===== src/rtl/ram_arbiter.sv =====
// ram_arbiter: two-port arbiter/sequencer in front of a single-port synchronous RAM.
// Requesters A and B share one RAM command port. Accesses are serialised and
// read data comes back with a one-cycle valid pulse.
// Optional build macro RAM_ARB_FIXED_PRIO_EN: A always wins ties (B may starve).
// Without it, ties alternate round-robin.
module ram_arbiter #(
  parameter int unsigned AW = 6,
  parameter int unsigned DW = 16
) (
  input  logic          clk,
  input  logic          rst_n,
  input  logic          req_a,
  input  logic          we_a,
  input  logic [AW-1:0] addr_a,
  input  logic [DW-1:0] wdata_a,
  output logic          gnt_a,
  output logic          rvalid_a,
  output logic [DW-1:0] rdata_a,
  input  logic          req_b,
  input  logic          we_b,
  input  logic [AW-1:0] addr_b,
  input  logic [DW-1:0] wdata_b,
  output logic          gnt_b,
  output logic          rvalid_b,
  output logic [DW-1:0] rdata_b,
  output logic          ram_write,
  output logic          ram_read,
  output logic [AW-1:0] ram_addr,
  output logic [DW-1:0] ram_wdata,
  input  logic [DW-1:0] ram_rdata,
  output logic          busy
);

  typedef enum logic [1:0] {IDLE, ISSUE, CAPT} state_e;

  state_e        state_q, state_d;
  logic          sel_b_q, sel_b_d;     // latched command belongs to B
  logic          we_q, we_d;           // latched command is a write
`ifndef RAM_ARB_FIXED_PRIO_EN
  logic          last_b_q, last_b_d;   // last grant went to B
`endif
  logic          pick_a, pick_b;
  logic          sel_we;

  logic          gnt_a_q, gnt_a_d, gnt_b_q, gnt_b_d;
  logic          rvalid_a_q, rvalid_a_d, rvalid_b_q, rvalid_b_d;
  logic [DW-1:0] rdata_a_q, rdata_a_d, rdata_b_q, rdata_b_d;
  logic          ram_write_q, ram_write_d, ram_read_q, ram_read_d;
  logic [AW-1:0] ram_addr_q, ram_addr_d;
  logic [DW-1:0] ram_wdata_q, ram_wdata_d;
  logic          busy_q, busy_d;

  // State, latched command and registered outputs.
  always_ff @(posedge clk or negedge rst_n) begin
    if (!rst_n) begin
      state_q     <= IDLE;
      sel_b_q     <= 1'b0;
      we_q        <= 1'b0;
`ifndef RAM_ARB_FIXED_PRIO_EN
      last_b_q    <= 1'b1;
`endif
      gnt_a_q     <= 1'b0;
      gnt_b_q     <= 1'b0;
      rvalid_a_q  <= 1'b0;
      rvalid_b_q  <= 1'b0;
      rdata_a_q   <= '0;
      rdata_b_q   <= '0;
      ram_write_q <= 1'b0;
      ram_read_q  <= 1'b0;
      ram_addr_q  <= '0;
      ram_wdata_q <= '0;
      busy_q      <= 1'b0;
    end else begin
      state_q     <= state_d;
      sel_b_q     <= sel_b_d;
      we_q        <= we_d;
`ifndef RAM_ARB_FIXED_PRIO_EN
      last_b_q    <= last_b_d;
`endif
      gnt_a_q     <= gnt_a_d;
      gnt_b_q     <= gnt_b_d;
      rvalid_a_q  <= rvalid_a_d;
      rvalid_b_q  <= rvalid_b_d;
      rdata_a_q   <= rdata_a_d;
      rdata_b_q   <= rdata_b_d;
      ram_write_q <= ram_write_d;
      ram_read_q  <= ram_read_d;
      ram_addr_q  <= ram_addr_d;
      ram_wdata_q <= ram_wdata_d;
      busy_q      <= busy_d;
    end
  end

  // Arbitration, next state, and next values of the registered outputs.
  always_comb begin
    state_d     = state_q;
    sel_b_d     = sel_b_q;
    we_d        = we_q;
`ifndef RAM_ARB_FIXED_PRIO_EN
    last_b_d    = last_b_q;
`endif
    pick_a      = 1'b0;
    pick_b      = 1'b0;
    sel_we      = 1'b0;
    gnt_a_d     = 1'b0;
    gnt_b_d     = 1'b0;
    rvalid_a_d  = 1'b0;
    rvalid_b_d  = 1'b0;
    rdata_a_d   = rdata_a_q;
    rdata_b_d   = rdata_b_q;
    ram_write_d = 1'b0;
    ram_read_d  = 1'b0;
    ram_addr_d  = ram_addr_q;
    ram_wdata_d = ram_wdata_q;

    case (state_q)
      IDLE: begin
`ifdef RAM_ARB_FIXED_PRIO_EN
        pick_a = req_a;
        pick_b = req_b & ~req_a;
`else
        if (req_a && req_b) begin
          pick_a = last_b_q;
          pick_b = ~last_b_q;
        end else begin
          pick_a = req_a;
          pick_b = req_b;
        end
`endif
        sel_we = pick_b ? we_b : we_a;
        if (pick_a || pick_b) begin
          // Outputs for the ISSUE cycle are loaded straight from the winner.
          state_d     = ISSUE;
          sel_b_d     = pick_b;
          we_d        = sel_we;
`ifndef RAM_ARB_FIXED_PRIO_EN
          last_b_d    = pick_b;
`endif
          gnt_a_d     = pick_a;
          gnt_b_d     = pick_b;
          ram_write_d = sel_we;
          ram_read_d  = ~sel_we;
          ram_addr_d  = pick_b ? addr_b : addr_a;
          ram_wdata_d = pick_b ? wdata_b : wdata_a;
        end
      end
      ISSUE: begin
        state_d = we_q ? IDLE : CAPT;
      end
      CAPT: begin
        // RAM read data is valid now; hand it to the owner next cycle.
        state_d = IDLE;
        if (sel_b_q) begin
          rdata_b_d  = ram_rdata;
          rvalid_b_d = 1'b1;
        end else begin
          rdata_a_d  = ram_rdata;
          rvalid_a_d = 1'b1;
        end
      end
      default: state_d = IDLE;
    endcase

    busy_d = (state_d != IDLE);
  end

  assign gnt_a     = gnt_a_q;
  assign gnt_b     = gnt_b_q;
  assign rvalid_a  = rvalid_a_q;
  assign rvalid_b  = rvalid_b_q;
  assign rdata_a   = rdata_a_q;
  assign rdata_b   = rdata_b_q;
  assign ram_write = ram_write_q;
  assign ram_read  = ram_read_q;
  assign ram_addr  = ram_addr_q;
  assign ram_wdata = ram_wdata_q;
  assign busy      = busy_q;

endmodule


===== config.mk =====
export PLATFORM = sky130hd
export DESIGN_NAME = ram_arbiter
export DESIGN_NICKNAME = d
export VERILOG_FILES = /design/src/rtl/ram_arbiter.sv
export SDC_FILE = /design/constraint.sdc
export NUM_CORES = 1
export LEC_CHECK = 0
export CORE_UTILIZATION = 42
export CTS_BUF_LIST = sky130_fd_sc_hd__clkbuf_4
export CTS_CLUSTER_SIZE = 25
export DETAILED_ROUTE_END_ITERATION = 8
export PLACE_DENSITY = 0.82
export SYNTH_ARGS = -nofsm -noshare
export SYNTH_HDL_FRONTEND = slang
export SYNTH_SLANG_ARGS = --single-unit
export TNS_END_PERCENT = 10

===== constraint.sdc =====
create_clock -name clk -period 1.57 [get_ports clk]
set_input_delay 0.471 -clock clk [delete_from_list [all_inputs] [get_ports clk]]
set_output_delay 0.471 -clock clk [all_outputs]
set_load 0.01 [all_outputs]

==> Yosys cells after proc, flatten, opt, wreduce, memory -nomap -nowiden <==
Cells that the tools add are included.
{ "word_totals": {"elab_cells": 49, "ff_bits": 66} }
{ "op_classes": {"n_reduce_logical": 7, "eq_ne": 2, "muxes": 22, "n_bitwise": 3} }
{ "ops": {"columns": ["operator", "count"], "rows": [
  ["2-to-1 mux 1 bit", 17],
  ["2-to-1 mux 16 bit", 1],
  ["2-to-1 mux 6 bit", 1],
  ["AND reduction 2 bit", 3],
  ["2-to-1 mux 2 bit", 2],
  ["one-hot mux 2 bit (2 select lines)", 1],
  ["NOT 1 bit", 3],
  ["equality test 2 x 1 -> 1 bit (second input constant)", 1],
  ["equality test 2 bit (second input constant)", 1],
  ["zero test 2 bit", 1],
  ["nonzero test 2 bit", 1],
  ["logical AND 1 bit", 1],
  ["logical OR 1 bit", 1]
]} }

==> Longest topological paths before layout <==
{ "depth": {"ltp_word": 7, "mapped_depth": 6} }

==> Worst setup path before layout <==
OpenSTA, ideal clock, no wires.
{ "synth_path": {"kind": "register -> register", "start": "register state_q[0]", "end": "register rdata_a_q[10] (netlist: rdata_a[10])", "path_buffers": 1, "setup_slack_ns": 0.150, "arrival_time_ns": 1.295, "required_ns": 1.445, "path_stages_with_launch": 4, "period_less_slack_ns": 1.420, "cell_sequence": "dfrtp_1 -> nor3b_4 -> buf_12 -> mux2_4"} }
{ "synth_via": {"elab_chain_cells": 2} }
{ "synth_lines": {"columns": ["element", "line", "source"], "rows": [
  ["start, declared", "36", "state_e state_q, state_d;"],
  ["start signal, assigned", "74", "state_q <= state_d;"],
  ["equality test 2 bit", "116", "case (state_q)"],
  ["AND reduction 2 bit (no line)", null, null],
  ["end signal, assigned", "84", "rdata_a_q <= rdata_a_d;"],
  ["end, declared", "47", "logic [DW-1:0] rdata_a_q, rdata_a_d, rdata_b_q, rdata_b_d;"]
]} }
Every way passes these cells.
A chain may end at the register's enable or synchronous reset.

==> Worst setup path after layout <==
{ "layout_path": {"start": "register ram_wdata_q[3] (netlist: ram_wdata[3])", "end": "output port ram_wdata[3]"} }
{ "layout_rtl": {"columns": ["element", "line", "source"], "rows": [
  ["start, declared", "50", "logic [DW-1:0] ram_wdata_q, ram_wdata_d;"],
  ["start signal, assigned", "89", "ram_wdata_q <= ram_wdata_d;"],
  ["end, declared", "29", "output logic [DW-1:0] ram_wdata,"]
]} }
No word-level cell between the ends.

==> impl_metrics.yaml <==
critical_path:
  max_stage_delay_ns: 0.38
  arrival_ns: 1.06
  crit_type: "flip-flop to output pin"
  worstSetupEndpointType: "output pin"
  critPathLaunchType: "flip-flop"
  crit_path_max_fanout: 2
  path_cells: "dlygate4sd2_1"
  required_ns: 1.10
  worst-path-buf-inv: 1
  critPathSlowestCell: "dfrtp_1"
  cp_top_family: "flip-flops"
die:
  die_width_microns: 82.2
  dieArea_sq_um: 6750
  num_rows: 28
  ios: 127
  core_area_sq_um: 6060
  die_y_microns: 82.2
  start_util: 0.445
power:
  clockPowerShare: 0.138
  intPower_mw: 4.99
  swShare: 0.339
  p_seq_frac: 0.397
  total_leakage_power_nw: 1.92
  power_switching_mw: 2.56
  comb_power_share: 0.465
  p_per_area_nw_per_um2: 1760
  finalPower_mw: 7.55
  max-vdd-ir-drop_mv: 0.937
cts:
  cts_tree: "built"
  clock_path_buffers: 2
  root_buffer: "clkbuf_4"
  h-tree-depth: 3
  clock-sinks: 66
  clk-insertion-delay-late_ns: 0.40
  clk_pin_slew_ns: 0.10
  cts-buffers-inserted: 9
sta:
  setup-tns-final_ns: 0
  hold_viol: 0
  finalSetupViolations: 0
  setup_ws_ns: 0.0367
  slew_violations: 0
  fmax_mhz: 652
  tightest_slew_ns: 0.398
  fin_crit_sh: 0.977
  slew_headroom: 0.734
  rsz0062_at_grt: "no"
  fin_skew_ns: 0.0105
  period_needed_ns: 1.53
placement:
  place_ws_ns: -0.342
  place_congestion: 0.761
  port_buffers: 126
  dp.cells: 426
  dpl.hpwl_microns: 4690
detailed_routing:
  antenna_left: 0
  routedWlPerCell_microns: 14.3
  firstDrtPassIters: 4
  via_per_inst: 5.16
  drt_iter0_drc: 78
  wirelength_microns: 6400
  route.detailed.drc: 0
  vias: 2300
finish:
  fin_cells: 446
  drive_gt1_frac: 0.194
  nets: 433
  areaGrowthSynthToFinish_pct: 59.1
  diodes: 0
  utilization: 0.709
synthesis:
  ys_types: 27
  yosys_register_bits: 66
  postSynthAreaPerCell_sq_um: 12.1
  syn_area_sq_um: 2700
  yosysWarningCount: 0
  yosysSeqAreaShare: 0.612
  synth_nets: 289
  synthCells: 223
hold_path:
  hold_class: "flip-flop to flip-flop"
global_routing:
  grt_pass1_wl_microns: 10200
  grtUsageTotal: 0.204
  grt_max_degree: 26
  grt_pass1_vias: 2147
  overflow: 0
  antenna_found_initial: 0
run:
  maxCapViolCount: 0
status:
  status: "finished, final reports clean"
-- final cells by class --
cell class	instances	area, sq um
flip-flops and latches	66	1650
inverters	3	11.3
multi-input cells	140	951
fillers	439	1770
well taps	75	93.8
clock buffers	10	75.1
clock inverters	5	46.3
repair buffers	147	1470
-- power groups by stage --
stage	clock [mW]	combinational [mW]	sequential, mW
floorplan	0	1.40	3.36
global placement	0	3.79	3.01
detailed placement	0	3.87	3.04
CTS	1.08	3.46	2.99
global route	1.15	3.84	3.11
finish	1.04	3.51	3.00
-- synthesized netlist by cell type (all sizes together) --
master,instances,area (sq um)
clkbuf,4,15.0
dfrtp,65,1630
buf,10,73.8
inv,3,11.3
mux2i,1,10.0
nand3b,1,11.3
and2,1,6.26
nor3b,2,26.3
a21o,1,7.51
nand2b,1,6.26
nor2,2,10.0
mux2,32,394
nor3,1,5.00
a31oi,23,144
nand2,46,173
a21bo,1,10.0
dfstp,1,26.3
a21boi,1,7.51
a21oi,26,130
or2,1,6.26
-- per-layer routing --
| metal | GRT usage | routed length [microns] | part of all wire |
|---|---|---|---|
| met5 | 0 | 0 | 0 |
| met4 | 0.102 | 103 | 0.016 |
| met3 | 0.0495 | 548 | 0.086 |
| met2 | 0.329 | 3060 | 0.48 |
| met1 | 0.256 | 2690 | 0.42 |
-- path summary, 6_finish.rpt --
kind	start	endpoint	slack (ns)	cells past startpoint
max in group asynchronous	rst_n	last_b_q	0.56	3
min in group asynchronous	rst_n	rdata_b[2]	0.50	2
worst max-delay path	ram_wdata[3]	ram_wdata[3]	0.04	1
worst min-delay path	we_q	state_q[1]	0.46	1
worst min register to register	we_q	state_q[1]	0.46	1
worst max register to register	last_b_q	we_q	0.18	3
-- cells in the final DEF (no fill, tap or decap), types with 2 or more instances in the layout --
cell | synthesis | final
dlygate4sd2_1 | 0 | 11
dfrtp_1 | 65 | 65
clkdlybuf4s50_1 | 0 | 64
mux2_4 | 9 | 9
a21oi_1 | 26 | 26
nand2_1 | 46 | 46
clkinv_1 | 0 | 3
buf_4 | 1 | 15
clkdlybuf4s15_1 | 0 | 50
buf_12 | 1 | 5
a31oi_1 | 23 | 23
clkbuf_4 | 0 | 10
mux2_2 | 23 | 23
inv_1 | 2 | 2
-- through the flow --
step	instance area, sq um	hold slack [ns]
3_5_place_dp	4150	0.408
6_report	4300	0.461
2_1_floorplan	2700	0.175
5_1_grt	4300	0.478
4_1_cts	4250	0.459
3_3_place_gp	4150	0.408
-- sequential cells by signal (all words and copies together), names as in the netlist, 2 cells and up --
| name | count |
|---|---|
| ram_addr | 6 |
| ram_wdata | 16 |
| rdata_b | 16 |
| rdata_a | 16 |
| state_q | 2 |
-- logic make-up (layout without fill, tap and decap cells) --
logic type             Yosys count  in the layout  share of synthesized area
buffers and inverters           17            165                     0.0371
AOI/OAI and AO/OA               52             52                      0.111
and+or+nand+nor                 55             55                     0.0904
muxes                           33             33                      0.150
DFF                             66             66                      0.612
-- what timing repair did --
| item | CTS | global route |
|---|---|---|
| hold endpoints to repair | 12 | 0 |
| setup endpoints to repair | 61 | 29 |
| buffers inserted | 3 | 1 |
| hold buffers | 1 | 0 |
| gates resized for setup | 82 | 29 |
(Power assumes the default switching activity.)
